### src/rtl/adc_read_multich.sv
`default_nettype none
//============================================================================
// Module      : adc_read_multich
// Description : Multi-channel ADC capture with polarity/encoding fix-up,
//               optional 2**D block averaging and sticky full-scale flags.
// Revision    : 1.0 - initial multi-channel release
//============================================================================
module adc_read_multich #(
    parameter int INT_CHANNELS             = 2,
    parameter int INT_ADC_DATA_WIDTH       = 10,
    parameter int INT_ADC_DATA_IS_INVERTED = 1,
    parameter int INT_IDATA_ENC_OFFSETBIN  = 1,
    parameter int INT_IDATA_ENC_TWOSCOMPL  = 0,
    parameter int INT_ODATA_ENC_OFFSETBIN  = 1,
    parameter int INT_ODATA_ENC_TWOSCOMPL  = 0,
    parameter int INT_DECIM_LOG2           = 0
) (
    input  logic                                         in_clk,
    input  logic                                         in_rst_n,
    input  logic [INT_CHANNELS*INT_ADC_DATA_WIDTH-1:0]   in_data,
    input  logic                                         in_dready,
    input  logic                                         in_ovr_clr,
    output logic [INT_CHANNELS*INT_ADC_DATA_WIDTH-1:0]   out_data,
    output logic                                         out_valid,
    output logic [INT_CHANNELS-1:0]                      out_ovr
);

    localparam int c_w  = INT_ADC_DATA_WIDTH;
    localparam int c_ch = INT_CHANNELS;
    localparam int c_d  = INT_DECIM_LOG2;

    localparam logic signed [c_w-1:0] c_max = {1'b0, {(c_w-1){1'b1}}};
    localparam logic signed [c_w-1:0] c_min = {1'b1, {(c_w-1){1'b0}}};
    localparam logic [c_w-1:0] c_zero_enc = (INT_ODATA_ENC_OFFSETBIN != 0) ? c_min : '0;

    generate
        if ((INT_IDATA_ENC_OFFSETBIN + INT_IDATA_ENC_TWOSCOMPL) != 1) begin : g_bad_ienc
            $error("adc_read_multich: exactly one input encoding must be selected");
        end
        if ((INT_ODATA_ENC_OFFSETBIN + INT_ODATA_ENC_TWOSCOMPL) != 1) begin : g_bad_oenc
            $error("adc_read_multich: exactly one output encoding must be selected");
        end
    endgenerate

    // Raw ADC word to internal signed value; negating the most negative code saturates.
    function automatic logic signed [c_w-1:0] to_int(input logic [c_w-1:0] raw);
        logic signed [c_w-1:0] v;
        v = (INT_IDATA_ENC_OFFSETBIN != 0) ? {~raw[c_w-1], raw[c_w-2:0]} : raw;
        if (INT_ADC_DATA_IS_INVERTED != 0) begin
            v = (v == c_min) ? c_max : -v;
        end
        return v;
    endfunction

    function automatic logic [c_w-1:0] encode(input logic signed [c_w-1:0] s);
        return (INT_ODATA_ENC_OFFSETBIN != 0) ? {~s[c_w-1], s[c_w-2:0]} : s;
    endfunction

    logic signed [c_w-1:0]  r_s [c_ch];
    logic                   r_v1;
    logic [c_ch-1:0]        r_ovr;
    logic [c_ch-1:0]        w_fs;
    logic [c_ch*c_w-1:0]    r_out;
    logic                   r_valid;

    always_comb begin
        w_fs = '0;
        for (int k = 0; k < c_ch; k++) begin
            w_fs[k] = (r_s[k] == c_max) || (r_s[k] == c_min);
        end
    end

    // Stage 1 capture plus sticky overrange; a new hit outranks a clear on the same edge.
    always_ff @(posedge in_clk) begin
        if (!in_rst_n) begin
            r_v1  <= 1'b0;
            r_ovr <= '0;
            for (int k = 0; k < c_ch; k++) begin
                r_s[k] <= '0;
            end
        end else begin
            r_v1  <= in_dready;
            r_ovr <= (r_v1 ? w_fs : '0) | (r_ovr & ~{c_ch{in_ovr_clr}});
            if (in_dready) begin
                for (int k = 0; k < c_ch; k++) begin
                    r_s[k] <= to_int(in_data[k*c_w +: c_w]);
                end
            end
        end
    end

    generate
        if (c_d == 0) begin : g_bypass
            always_ff @(posedge in_clk) begin
                if (!in_rst_n) begin
                    r_valid <= 1'b0;
                    for (int k = 0; k < c_ch; k++) begin
                        r_out[k*c_w +: c_w] <= c_zero_enc;
                    end
                end else begin
                    r_valid <= r_v1;
                    if (r_v1) begin
                        for (int k = 0; k < c_ch; k++) begin
                            r_out[k*c_w +: c_w] <= encode(r_s[k]);
                        end
                    end
                end
            end
        end else begin : g_decim
            logic [c_d-1:0]             r_cnt;
            logic signed [c_w+c_d-1:0]  r_acc [c_ch];
            logic signed [c_w+c_d-1:0]  w_sum [c_ch];

            always_comb begin
                for (int k = 0; k < c_ch; k++) begin
                    w_sum[k] = r_acc[k] + {{c_d{r_s[k][c_w-1]}}, r_s[k]};
                end
            end

            // Top W bits of the sum are the floor of the block mean.
            always_ff @(posedge in_clk) begin
                if (!in_rst_n) begin
                    r_valid <= 1'b0;
                    r_cnt   <= '0;
                    for (int k = 0; k < c_ch; k++) begin
                        r_out[k*c_w +: c_w] <= c_zero_enc;
                        r_acc[k]            <= '0;
                    end
                end else begin
                    r_valid <= 1'b0;
                    if (r_v1) begin
                        if (r_cnt == {c_d{1'b1}}) begin
                            r_valid <= 1'b1;
                            r_cnt   <= '0;
                            for (int k = 0; k < c_ch; k++) begin
                                r_out[k*c_w +: c_w] <= encode(w_sum[k][c_w+c_d-1:c_d]);
                                r_acc[k]            <= '0;
                            end
                        end else begin
                            r_cnt <= r_cnt + 1'b1;
                            for (int k = 0; k < c_ch; k++) begin
                                r_acc[k] <= w_sum[k];
                            end
                        end
                    end
                end
            end
        end
    endgenerate

    assign out_data  = r_out;
    assign out_valid = r_valid;
    assign out_ovr   = r_ovr;

endmodule
`default_nettype wire

### config.mk
export PLATFORM = sky130hd
export DESIGN_NAME = adc_read_multich
export DESIGN_NICKNAME = d
export VERILOG_FILES = /design/src/rtl/adc_read_multich.sv
export SDC_FILE = /design/constraint.sdc
export NUM_CORES = 1
export LEC_CHECK = 0
export CORE_ASPECT_RATIO = 1.4
export CORE_MARGIN = 3
export CORE_UTILIZATION = 25
export CTS_BUF_LIST = sky130_fd_sc_hd__clkbuf_4 sky130_fd_sc_hd__clkbuf_8
export DETAILED_ROUTE_END_ITERATION = 6
export HOLD_SLACK_MARGIN = 0.05
export PLACE_DENSITY_LB_ADDON = 0.12
export SLEW_MARGIN = 25
export SYNTH_ARGS = -nofsm -noshare
export SYNTH_HDL_FRONTEND = slang
export SYNTH_SLANG_ARGS = --single-unit
### constraint.sdc
create_clock -name in_clk -period 5.1 [get_ports in_clk]
set_clock_uncertainty 0.15 [all_clocks]
set_input_delay 1.53 -clock in_clk [delete_from_list [all_inputs] [get_ports in_clk]]
set_output_delay 1.53 -clock in_clk [all_outputs]
set_load 0.01 [all_outputs]
==> reports/results.tsv <==
stage	metric	value	unit
run_status	outcome	finished clean	
logic_synthesis	Syn Nets	225	
logic_synthesis	Post-Synthesis Cells	199	
logic_synthesis	Syn. warnings	0	
worst_setup_path	CP bufs+invs	2	
global_route	global route overflow	0	
routing	Via Count	1604	
global_route	first-pass GRT wire length	7.25	mm
floorplanning	floorplan row count	39	
timing	RSZ-0062 raised after global routing	false	
layout	fraction of layout cells with a size suffix above 1	0.0526	
logic_synthesis	Synth Flop Type	dfxtp_1	
place	DP Worst Slack	1.42	ns
timing	worst setup margin	1.70	ns
floorplanning	Starting Density	0.257	
clock_tree	latest clock arrival within the worst-skew pair	0.29	ns
logic_synthesis	top-area cell type share of the netlist area	0.285	
routing	1st-iter DRT viols	49	
clock_tree	CTS root buf	clkbuf_8	
place	DP Area	2680	um^2
global_route	initial antenna violation count	0	
logic_synthesis	count of state elements after synthesis	44	
timing	setup violators final	0	
worst_setup_path	CP arrival	3.39	ns
place	Post-DP HPWL	3.46	mm
worst_setup_path	WS Path Type	in -> reg	
power_and_ir_drop	Max VDD drop	0.142	mV
routing	Antenna Violating Nets Remaining	0	
worst_setup_path	cells along the critical path	clkdlybuf4s50_1 -> inv_1 -> ha_1 -> nor4b_1 -> nand3_1 -> o22ai_1	
min_path	HP Class	reg -> reg	
worst_setup_path	R2R Path Start	r_v1	
flow_run	maxcap violations	0	
clock_tree	CTS tree	done	
logic_synthesis	largest area contributor in the netlist	edfxtp_1	
global_route	number of global-route vias before repair	1530	
floorplanning	Chip Height	115	um
logic_synthesis	mux share of post-synthesis cell area	0.0950	
layout	# diodes	0	
clock_tree	CTS Hold Bufs	0	
clock_tree	H-tree Lvls	2	
min_path	worst hold endpoint	out_data[9]	
timing	final setup TNS	0	ns
logic_synthesis	largest family of logic cells by synthesized area	simple AND/OR/NAND/NOR gates	
min_path	Hold Path Depth	2	
logic_synthesis	Synth area leaders	edfxtp_1, dfxtp_1, mux2i_1	
routing	drt total wl	4.39	mm
floorplanning	die area	9590	um^2
logic_synthesis	adder-cell share of the synthesized area	0.0119	
place	Final Wtd Congestion	0.715	
routing	drc violations	0	
logic_synthesis	Post-Syn Area	2110	um^2
timing	Hold WS	0.329	ns
logic_synthesis	compound-cell area share of the yosys netlist	0.0973	
clock_tree	Longest Clk Path Bufs	2	
worst_setup_path	critical path's largest stage delay	0.58	ns
timing	Max Fclk	294	MHz
floorplanning	total core area	8200	um^2
worst_setup_path	Worst R2R End	out_ovr[0]	
clock_tree	Post-CTS Setup Bufs	0	
clock_tree	CTS resizes	0	
worst_setup_path	critical path's top delay family	simple AND/OR/NAND/NOR gates	
timing	Worst Max-Slew Pin Slew	0.671	ns
worst_setup_path	Crit. End Element	flip-flop	
worst_setup_path	crit path from	in_data[10]	
power_and_ir_drop	Leak	0.000962	uW
worst_setup_path	slowest CP cell	nor4b_1	
logic_synthesis	most frequent cell after synthesis	dfxtp_1	
clock_tree	Num CTS Buffers	5	
layout	nets@finish	272	
logic_synthesis	EDFF count, synth	20	
worst_setup_path	FF-to-FF path depth	4	
timing	Final min period	3.40	ns
timing	final hold violation count	0	
place	port buffer count	46	
worst_setup_path	critical path peak fanout	6	
global_route	largest net degree at the start of global routing	29	
timing	Max-slew headroom	0.546	
logic_synthesis	simple-gate share of the synthesized area	0.228	
min_path	Hold Crit Start	out_data[9]	
logic_synthesis	Seq/Total Area, Yosys	0.513	
global_route	GRT Overall Usage	0.0936	
worst_setup_path	WP data required	5.09	ns
routing	routed wire length per instance	12.6	um
logic_synthesis	Syn Area/Cell	10.6	um^2
layout	Finished Cell Area	2790	um^2
clock_tree	clk sinks	44	
worst_setup_path	R2R Setup Slk	3.61	ns
timing	Pins Over Slew Limit	0	
clock_tree	Reg clk slew, reported paths	0.07	ns
power_and_ir_drop	pwr dens	273	nW/um^2
routing	routed vias/inst	4.60	
routing	1st-pass router iterations	6	
floorplanning	# IOs	47	
layout	Area Overhead vs Synth	32.5	%
timing	final worst path period share	0.667	
logic_synthesis	Post-synth ARST share	0	
logic_synthesis	Post-synth top cells	dfxtp_1, edfxtp_1, mux2i_1, nor2b_1, a21oi_1	
worst_setup_path	CP startpoint kind	primary input	
floorplanning	chip width	83.6	um
logic_synthesis	post-synthesis xor/xnor area fraction	0.0208	
logic_synthesis	count of cell types in the netlist	41	
-- cell type report --
| type | instances | area [um^2] |
|---|---|---|
| fillers | 864 | 5410 |
| flip-flops and latches | 44 | 1080 |
| multi-input cells | 137 | 956 |
| repair buffers | 49 | 483 |
| well taps | 102 | 128 |
| clock buffers | 6 | 76.3 |
| clock inverters | 2 | 35.0 |
| inverters | 9 | 33.8 |
-- cell usage in the layout (no fill, tap or decap), types with 4 or more instances in the layout --
cell / synthesis / routed
edfxtp_1: 20 / 20
xor2_1: 4 / 4
dfxtp_1: 24 / 24
inv_1: 9 / 9
nand3_1: 5 / 5
o21ai_0: 5 / 5
a21oi_1: 11 / 11
nor3_1: 7 / 7
nand2_1: 9 / 9
mux2i_1: 20 / 20
nand4_1: 7 / 7
nor2b_1: 20 / 20
nand2b_1: 5 / 5
or3_1: 4 / 4
nor4_1: 8 / 8
clkdlybuf4s50_1: 0 / 46
clkbuf_8: 0 / 5
-- cell families (layout without fill, tap and decap cells) --
| logic type | after synthesis | in the layout |
|---|---|---|
| XOR/XNOR | 5 | 5 |
| AND/OR/NAND/NOR | 79 | 79 |
| flip-flops | 44 | 44 |
| buffers and inverters | 18 | 66 |
| AO/OA/AOI/OAI | 31 | 31 |
| multiplexers | 20 | 20 |
| adder cells (fa/ha/maj) | 2 | 2 |
-- metal layers --
layer / vias up / GRT usage / routed length (um)
met5: - / 0 / 0
met4: 0 / 0.0483 / 118
met3: 7 / 0.0216 / 155
met2: 36 / 0.157 / 2120
met1: 726 / 0.112 / 1990
li1: 835 / - / -
-- worst min-delay path: stages, from the launching register on --
cell and delay, ns:
dfxtp_1 0.33, o21ai_0 0.07, nand2_1 0.05
-- flip-flops by register name, indices dropped and copies added (netlist names) --
signal and flops:
r_v1 1, r_s 20, out_ovr 2, out_data 20, out_valid 1
-- power by group --
group	internal [uW]	switching (uW)	leakage [uW]	total, uW
Clock	150	107	0.0000586	258
Combinational	52.0	45.5	0.000493	97.6
Sequential	392	15.4	0.000410	407
Total	594	168	0.000962	762
-- how the worst max path moves through the flow --
stage | endpoint | cells after the start
after floorplan | r_s[0][18] | 5
after global placement | r_s[0][8] | 6
after detailed placement | r_s[0][15] | 6
after CTS | r_s[0][8] | 6
after global routing | r_s[0][8] | 6
final | r_s[0][15] | 6
-- per-stage QoR --
stage	util	power [uW]	instances
2_1_floorplan	-	460	199
3_5_place_dp	0.327	515	341
6_report	0.341	762	349
3_3_place_gp	0.327	515	341
5_1_grt	0.341	808	349
4_1_cts	0.341	780	349
Note: power is estimated with default switching activity, not from simulation.
